==> src/rtl/jtframe_db15_scan_if.sv <==
// DB15/SNAC scanner bundle: adapter pins plus host-side
// player select, button words and scan status.
interface jtframe_db15_scan_if #(
  parameter int PLAYERS = 2,
  parameter int BITS    = 12
);
  localparam int NPW = $clog2(PLAYERS+1);

  logic [NPW-1:0]          nplayers;
  logic                    joy_data;
  logic                    joy_clk;
  logic                    joy_load;
  logic [PLAYERS*BITS-1:0] joy_out;
  logic                    scan_done;
  logic                    active;

  modport master (
    input  nplayers, joy_data,
    output joy_clk, joy_load, joy_out,
    output scan_done, active
  );

  modport slave (
    output nplayers, joy_data,
    input  joy_clk, joy_load, joy_out,
    input  scan_done, active
  );
endinterface

==> src/rtl/jtframe_db15_scan.sv <==
// Serial reader for the DB15/SNAC 74HC165 chain with an
// optional two-scan consistency filter on the button words.
module jtframe_db15_scan #(
  parameter int PLAYERS  = 2,
  parameter int BITS     = 12,
  parameter int CLKDIV   = 8,
  parameter int SCAN_GAP = 1024,
  parameter int FILTER   = 1
)(
  input  logic clk_sys,
  input  logic RESET,
  jtframe_db15_scan_if.master bus_io
);
  localparam int W    = PLAYERS*BITS;
  localparam int NPW  = $clog2(PLAYERS+1);
  localparam int NW   = $clog2(W+1);
  localparam int CMAX = CLKDIV > SCAN_GAP ? CLKDIV : SCAN_GAP;
  localparam int CW   = $clog2(CMAX+1);
  localparam bit LATE = CLKDIV < 3;
  localparam logic [CW-1:0] DIV_END = CW'(CLKDIV-1);
  localparam logic [CW-1:0] GAP_END = CW'(SCAN_GAP-1);

  typedef enum logic [2:0] {
    IDLE, LOAD, SHLO, SHHI, COMMIT, GAP
  } state_t;

  state_t         st_q, st_d;
  logic [CW-1:0]  cnt_q, cnt_d;
  logic [NW-1:0]  k_q, k_d;
  logic [NW-1:0]  n_q, n_d;
  logic [W-1:0]   raw_q, raw_d;
  logic [W-1:0]   prev_q, prev_d;
  logic [W-1:0]   out_q, out_d;
  logic [1:0]     sync_q;
  logic           clk_q, clk_d;
  logic           load_q, load_d;
  logic           done_q, done_d;
  logic           act_q;
  logic [NPW-1:0] npc;
  logic [NW-1:0]  n_new;
  logic [W-1:0]   m_cur, m_new;
  logic           phase_end;
  logic           start;

  function automatic logic [W-1:0] mask_of(
    input logic [NW-1:0] n
  );
    logic [W-1:0] m;
    for (int i = 0; i < W; i++)
      m[i] = NW'(i) < n;
    return m;
  endfunction

  assign npc = (bus_io.nplayers > NPW'(PLAYERS))
             ? NPW'(PLAYERS) : bus_io.nplayers;
  assign n_new     = NW'(npc) * NW'(BITS);
  assign m_cur     = mask_of(n_q);
  assign m_new     = mask_of(n_new);
  assign phase_end = cnt_q == DIV_END;

  always_comb begin
    st_d   = st_q;
    cnt_d  = cnt_q + 1'b1;
    k_d    = k_q;
    n_d    = n_q;
    raw_d  = raw_q;
    prev_d = prev_q;
    out_d  = out_q;
    start  = 1'b0;
    unique case (st_q)
      IDLE: begin
        cnt_d = '0;
        start = npc != '0;
      end
      LOAD: if (phase_end) begin
        cnt_d = '0;
        k_d   = '0;
        st_d  = SHLO;
      end
      SHLO: if (phase_end) begin
        cnt_d = '0;
        st_d  = SHHI;
        if (!LATE) raw_d[k_q] = sync_q[1];
      end
      SHHI: if (phase_end) begin
        cnt_d = '0;
        if (LATE) raw_d[k_q] = sync_q[1];
        if (k_q == n_q - 1'b1) begin
          st_d = COMMIT;
        end else begin
          k_d  = k_q + 1'b1;
          st_d = SHLO;
        end
      end
      COMMIT: begin
        cnt_d  = '0;
        st_d   = GAP;
        prev_d = raw_q;
        if (FILTER == 0 ||
            (raw_q & m_cur) == (prev_q & m_cur))
          out_d = ~raw_q & m_cur;
      end
      GAP: if (cnt_q == GAP_END) begin
        cnt_d = '0;
        start = npc != '0;
      end
      default: st_d = IDLE;
    endcase
    // New geometry: drop stale players and force two fresh scans
    if (start) begin
      st_d  = LOAD;
      cnt_d = '0;
      n_d   = n_new;
      out_d = out_d & m_new;
      if (n_new != n_q) prev_d = '1;
    end
    if (npc == '0) begin
      st_d  = IDLE;
      cnt_d = '0;
      out_d = '0;
    end
  end

  always_comb begin
    clk_d  = !(st_d inside {LOAD, SHLO});
    load_d = st_d != LOAD;
    done_d = st_d == COMMIT;
  end

  always_ff @(posedge clk_sys or posedge RESET) begin
    if (RESET) begin
      st_q   <= IDLE;
      cnt_q  <= '0;
      k_q    <= '0;
      n_q    <= '0;
      raw_q  <= '1;
      prev_q <= '1;
      out_q  <= '0;
      sync_q <= 2'b11;
      clk_q  <= 1'b1;
      load_q <= 1'b1;
      done_q <= 1'b0;
      act_q  <= 1'b0;
    end else begin
      st_q   <= st_d;
      cnt_q  <= cnt_d;
      k_q    <= k_d;
      n_q    <= n_d;
      raw_q  <= raw_d;
      prev_q <= prev_d;
      out_q  <= out_d;
      sync_q <= {sync_q[0], bus_io.joy_data};
      clk_q  <= clk_d;
      load_q <= load_d;
      done_q <= done_d;
      act_q  <= npc != '0;
    end
  end

  assign bus_io.joy_clk   = clk_q;
  assign bus_io.joy_load  = load_q;
  assign bus_io.joy_out   = out_q;
  assign bus_io.scan_done = done_q;
  assign bus_io.active    = act_q;
endmodule

==> src/flat_wrapper.sv <==
// flat-port wrapper written by rule: the top's interface ports become plain ports
module jtframe_db15_scan_flat 
#(
  parameter int PLAYERS  = 2,
  parameter int BITS     = 12,
  parameter int CLKDIV   = 8,
  parameter int SCAN_GAP = 1024,
  parameter int FILTER   = 1
)
  (clk_sys, RESET, bus_io_nplayers, bus_io_joy_data, bus_io_joy_clk, bus_io_joy_load, bus_io_joy_out, bus_io_scan_done, bus_io_active);
  jtframe_db15_scan_if #(.PLAYERS(PLAYERS), .BITS(BITS)) bus_io_i ();
  input  logic clk_sys;
  input  logic RESET;
  input wire logic [$bits(bus_io_i.nplayers)-1:0] bus_io_nplayers;
  input wire logic [$bits(bus_io_i.joy_data)-1:0] bus_io_joy_data;
  output wire logic [$bits(bus_io_i.joy_clk)-1:0] bus_io_joy_clk;
  output wire logic [$bits(bus_io_i.joy_load)-1:0] bus_io_joy_load;
  output wire logic [$bits(bus_io_i.joy_out)-1:0] bus_io_joy_out;
  output wire logic [$bits(bus_io_i.scan_done)-1:0] bus_io_scan_done;
  output wire logic [$bits(bus_io_i.active)-1:0] bus_io_active;
  assign bus_io_i.nplayers = bus_io_nplayers;
  assign bus_io_i.joy_data = bus_io_joy_data;
  assign bus_io_joy_clk = bus_io_i.joy_clk;
  assign bus_io_joy_load = bus_io_i.joy_load;
  assign bus_io_joy_out = bus_io_i.joy_out;
  assign bus_io_scan_done = bus_io_i.scan_done;
  assign bus_io_active = bus_io_i.active;
  jtframe_db15_scan #(.PLAYERS(PLAYERS), .BITS(BITS), .CLKDIV(CLKDIV), .SCAN_GAP(SCAN_GAP), .FILTER(FILTER)) u_core (.clk_sys(clk_sys), .RESET(RESET), .bus_io(bus_io_i));
endmodule
==> config.mk <==
export PLATFORM = sky130hd
export DESIGN_NAME = jtframe_db15_scan_flat
export DESIGN_NICKNAME = d
export VERILOG_FILES = /design/src/rtl/jtframe_db15_scan_if.sv /design/src/rtl/jtframe_db15_scan.sv /design/src/flat_wrapper.sv
export SDC_FILE = /design/constraint.sdc
export NUM_CORES = 1
export LEC_CHECK = 0
export ABC_AREA = 1
export BUFFER_PORTS_ARGS = -buffer_cell sky130_fd_sc_hd__buf_2
export CORE_AREA = 3 3 105 107
export CTS_CLUSTER_DIAMETER = 40
export CTS_CLUSTER_SIZE = 12
export DETAILED_ROUTE_END_ITERATION = 8
export DIE_AREA = 0 0 108 110
export GPL_TIMING_DRIVEN = 0
export PLACE_DENSITY_LB_ADDON = 0.1
export SYNTH_ARGS = -nofsm -noshare
export SYNTH_HDL_FRONTEND = slang
export SYNTH_SLANG_ARGS = --single-unit
==> constraint.sdc <==
create_clock -name clk_sys -period 9.5 [get_ports clk_sys]
set_input_delay 1.425 -clock clk_sys [delete_from_list [all_inputs] [get_ports clk_sys]]
set_output_delay 1.425 -clock clk_sys [all_outputs]
set_load 0.02 [all_outputs]
# Word level (Yosys, flattened, before mapping)
# Cells that the tools add are included.
[totals] latch_bits=0 word_cells=130 input_bits=5 memories=0 register_bits=100 mem_bits_rw=0 romBits=0
[op_classes] n_mux=29 eq_ne=17 bitwise=5 reduce_logical=12 shift=0 n_addsub=3 div_mod_pow=0 order_cmp=51 multipliers=1
[op_table] operator="24-bit 2-to-1 mux" n=7
[op_table] operator="24-bit bitwise AND" n=4
[op_table] operator="4-bit by 5-bit < comparator with 1-bit output, first input constant" n=16
[op_table] operator="5-bit < comparator, first input constant" n=16
[op_table] operator="11-bit 2-to-1 mux" n=4
[op_table] operator="3-bit by 5-bit < comparator with 1-bit output, first input constant" n=8
[op_table] operator="11-bit case mux with 3 select lines" n=1
[op_table] operator="24-bit bitwise mux" n=1
[op_table] operator="24-bit == test" n=1
[op_table] operator="24-bit inverter" n=1
[op_table] operator="1-bit by 5-bit < comparator with 1-bit output, first input constant" n=4
[op_table] operator="2-bit by 5-bit < comparator with 1-bit output, first input constant" n=4
[op_table] operator="3-bit 2-to-1 mux" n=6
[op_table] operator="5-bit 2-to-1 mux" n=3
[op_table] operator="3-bit case mux with 5 select lines" n=1
[op_table] operator="11-bit by 1-bit adder with 11-bit output, second input constant" n=1
[op_table] operator="11-bit by 10-bit == test with 1-bit output, second input constant" n=1
[op_table] operator="11-bit by 3-bit == test with 1-bit output, second input constant" n=1
[op_table] operator="5-bit case mux with 2 select lines" n=1
[op_table] operator="3-bit by 2-bit == test with 1-bit output, second input constant" n=3
[op_table] operator="3-bit == test, second input constant" n=3
[op_table] operator="3-bit by 1-bit == test with 1-bit output, second input constant" n=2
[op_table] operator="5-bit by 6-bit < comparator with 1-bit output, second input constant" n=1
[op_table] operator="2-bit nonzero test" n=3
[op_table] operator="22 further kinds" n=25

# Depth between registers and ports, before layout
[logic_depth] word_depth=10 ltp_mapped=13

# Worst setup path after synthesis
# Ideal clock, no wire load.
[synth_timing] path_kind="input to register" from="in bus_io_nplayers[1]" to="reg u_core.prev_q[10]" path_slack_ns=7.140 path_buffers=1 setup_ns=0.085 arrival_time_ns=2.274 cell_stages=7 cell_sequence="nor2_1 inv_2 nand2_4 clkinv_2 o21ai_2 buf_6 o211ai_2"
[synth_via] elab_chain_cells=6 word_cells_on_any_way=9 cone_classes="mul: 1; order compare: 1; eq/ne: 1; mux: 5; reduce/logical: 1"
[synth_lines] item="start: declaration" line="flat_wrapper.sv:14" rtl="input wire logic [$bits(bus_io_i.nplayers)-1:0] bus_io_nplayers;"
[synth_lines] item="2-bit > comparator" line="jtframe_db15_scan.sv:54" rtl="assign npc = (bus_io.nplayers > NPW'(PLAYERS))"
[synth_lines] item="2-bit 2-to-1 mux (*)" line="jtframe_db15_scan.sv:55" rtl="? NPW'(PLAYERS) : bus_io.nplayers;"
[synth_lines] item="2-bit by 2-bit multiplier with 3-bit output / 2-bit nonzero test (equally long branches)" line="jtframe_db15_scan.sv:56, jtframe_db15_scan.sv:73, jtframe_db15_scan.sv:105"
[synth_lines] item="3-bit inequality test / 1-bit 2-to-1 mux (equally long branches)" line="jtframe_db15_scan.sv:115, jtframe_db15_scan.sv:103"
[synth_lines] item="24-bit 2-to-1 mux / 1-bit case mux with 2 select lines (equally long branches)" line="jtframe_db15_scan.sv:115, jtframe_db15_scan.sv:70"
[synth_lines] item="24-bit 2-to-1 mux (*)" line="jtframe_db15_scan.sv:110" rtl="if (start) begin"
[synth_lines] item="via u_core.prev_d[10]" line="jtframe_db15_scan.sv:32" rtl="logic [W-1:0] prev_q, prev_d;"
[synth_lines] item="end signal: assignment" line="jtframe_db15_scan.sv:150" rtl="prev_q <= prev_d;"
[synth_lines] item="end: declaration" line="jtframe_db15_scan.sv:32"
# The timed path passes the listed nets; every way through them passes the cells marked *.
# A chain may end at the register's enable or synchronous reset.

# Worst setup path after layout
[layout_timing] from="reg u_core.clk_q, in the netlist u_core.bus_io.joy_clk" to="out bus_io_joy_clk"
[layout_rtl] item="start: declaration" line="jtframe_db15_scan.sv:35" rtl="logic clk_q, clk_d;"
[layout_rtl] item="start signal: assignment" line="jtframe_db15_scan.sv:153" rtl="clk_q <= clk_d;"
[layout_rtl] item="end: declaration" line="flat_wrapper.sv:16" rtl="output wire logic [$bits(bus_io_i.joy_clk)-1:0] bus_io_joy_clk;"
# No word-level cell between the ends.

==> flow_summary.ini <==
[status]
status = completed

[power_and_ir_drop]
vdd_ir_drop_max_uv = 94.8
power_per_cell_area_nw_per_um2 = 152
p_leak_nw = 3.21
power_uw = 920

[synthesis]
synth_seq_cells = 100
synth_xor_area_share_pct = 2.70
yosys.area_share.simple_pct = 30.0
synth_top_family_by_area = simple AND/OR/NAND/NOR gates
syn_inst = 693
synth_top_area_share_pct = 24.8
synth-main-ff-cell = dfstp_2
synth_area_leaders = dfstp_2, dfrtp_1, nand2_1
synth_area_um2 = 5510
synth_edf_count = 0
post-synth-top-area-cell = dfstp_2
synth_fa_ha_area_share_pct = 1.36
synth_seq_area_share_pct = 46.6
synthMuxAreaShare_pct = 0
yosys_warnings = 0
async_reset_ff_share_pct = 100
netlist_top_cells_count = nand2_1, nor2_1, inv_1
synth.avg_cell_area_um2 = 7.94
synth_nets = 704
ys_types = 41
synth_compound_area_share_pct = 10.7
synth_most_common_cell = nand2_1

[setup_path]
crit_fanout = 1
required_ps = 8080
crit_path_start_kind = flop
crit_arrival_ps = 1040
crit_type = flop to primary output
crit_family = flip-flops
cpMaxStageDelayCell = dfstp_2
critical-path-max-stage-delay_ps = 520
path_cells = buf_2
crit_buf_inv = 1
critPathCaptureType = primary output

[clock_network]
clkSlewWorstSetupHoldPaths_ps = 90
clk_latency_ps = 370
root_buffer = clkbuf_8
cts.sinks = 100
cts_max_path_buffers = 2
ctsResizeCount = 0
htreeDepth = 3
cts_made_buffers = 9
hold_buffers = 0
cts_tree = yes
post_cts_buffers = 0

[sta]
clock_skew_ps = 7.58
setup_viol = 0
finalMaxSlewViolations = 0
fin_setup_tns_ps = 0
fmax_mhz = 406
rsz0062_at_grt = false
min_period_ps = 2460
setup_ws_ps = 7040
tightest_slew_ps = 626
final-hold-violation-count = 0
whs_ps = 366
slew-limit-headroom_pct = 57.9
period_share_pct = 25.9

[floorplanning]
start_util_pct = 53.8
io_pins = 33
dieArea_um2 = 11900
design.core.area_um2 = 10200
dieWidth_um = 108
die-height_um = 110
rows = 37

[placed_design]
hpwl_um = 8750
io_buffers = 32
placed_cells = 862
gp_congestion = 0.837
dp_worst_setup_slack_ps = 6700
place_area_um2 = 5870

[global_routing]
grt_max_degree = 62
grt_pass1_wl_um = 20100
grt_pass1_vias = 4345
grt_antenna_before_repair = 0
grt-ovfl-total = 0
grt_use_total_pct = 21.4

[worst_hold_path]
worst_hold_path_type = flop to flop

[cells_and_area]
seq_area_um2 = 2570
antennaDiodeCount = 0
fin_cells = 877
num-nets-final = 748
area_growth_pct = 9.89
fin_area_um2 = 6050
multi_input_area_um2 = 2470
num-fill-cells = 918
fin_util_pct = 59.1
drive_gt1_share_pct = 26.9

[detailed_routing]
drcViolationCount = 0
drtAntennaViolNets = 0
routed_wl_um = 11700
vias = 4379
via_per_inst = 4.99
drtIter0Drc = 230
first_pass_iters = 5
route.detailed.wl_per_inst_um = 13.4

[flow_run]
max-cap-violations = 0
layer usage:
layer  GRT usage (%)  vias up  share of wire (%)
met3            3.79       26                4.2
met2            36.2       82                 47
li1                -     2251                  -
met5               0        -                  0
met4            7.84        0                2.3
met1            27.8     2020                 46
logic make-up after synthesis:
kind of cell	Yosys count
xor gates and xnor gates	17
adders and majority gates	6
and+or+nand+nor	380
AOI/OAI and AO/OA	81
DFF	100
buffers and inverters	109
registers in the layout (all words and copies together), names as in the netlist:
signal / cells
u_core.n_q: 3
u_core.k_q: 5
u_core.bus_io.joy_load: 1
u_core.bus_io.scan_done: 1
u_core.bus_io.active: 1
u_core.raw_q: 24
u_core.st_q: 3
u_core.bus_io.joy_clk: 1
u_core.sync_q: 2
u_core.prev_q: 24
u_core.bus_io.joy_out: 24
u_core.cnt_q: 11
placed cells by master (no fill, tap or decap), drive strengths merged:
master / Yosys / final
bufinv: 0 / 1
dfrtp: 48 / 48
inv: 85 / 85
or2: 4 / 4
ha: 6 / 6
o21ai: 6 / 6
nor3: 8 / 8
xor2: 10 / 10
a21oi: 47 / 47
and2: 1 / 1
nand3b: 1 / 1
clkinv: 1 / 2
a21boi: 1 / 1
buf: 19 / 52
dfstp: 52 / 52
a31oi: 1 / 1
nor2: 123 / 123
clkbuf: 4 / 17
nand2: 206 / 206
a221oi: 1 / 1
xnor2: 7 / 7
nand3: 31 / 31
nand4: 4 / 4
nor3b: 2 / 2
o211ai: 24 / 24
o21bai: 1 / 1
worst reg2reg max path, stage by stage (launching register included):
cell	delay, ps
dfrtp_1	420
inv_2	170
ha_1	270
or2_0	200
nand2_1	80
nor3_1	50
and2_1	160
o21ai_2	210
nand2_1	150
nand2_1	80
nand2_1	50
power breakdown:
group	internal, mW	switching (mW)	total (mW)	leakage, nW
Combinational	0.0593	0.141	0.201	1.92
Sequential	0.444	0.00833	0.453	1.19
Clock	0.128	0.139	0.267	0.0935
Total	0.631	0.289	0.920	3.21
worst paths after layout:
kind,depth (start not counted),end,startpoint,slack [ps]
max,1,bus_io_joy_clk,u_core.bus_io.joy_clk$_DFF_PP1_,7040
min,0,u_core.sync_q[1]$_DFF_PP1_,u_core.sync_q[0]$_DFF_PP1_,370
max reg2reg,10,u_core.k_q[0]$_DFFE_PP0P_,u_core.n_q[2]$_DFFE_PP0N_,7580
min reg2reg,0,u_core.sync_q[1]$_DFF_PP1_,u_core.sync_q[0]$_DFF_PP1_,370
max in group asynchronous,3,u_core.raw_q[16]$_DFFE_PP1P_,RESET,7690
min in group asynchronous,2,u_core.cnt_q[0]$_DFF_PP0_,RESET,1090
area by class of cell:
cell class / count / share of cell area, %
plain buffers: 23 / 2.42
clock buffers: 13 / 2.46
clock inverters: 2 / 0.579
inverters: 86 / 5.40
multi-input cells: 484 / 40.8
flip-flops and latches: 100 / 42.4
well taps: 136 / 2.81
repair buffers: 33 / 3.10
Power figures use the tool's default switching activity.
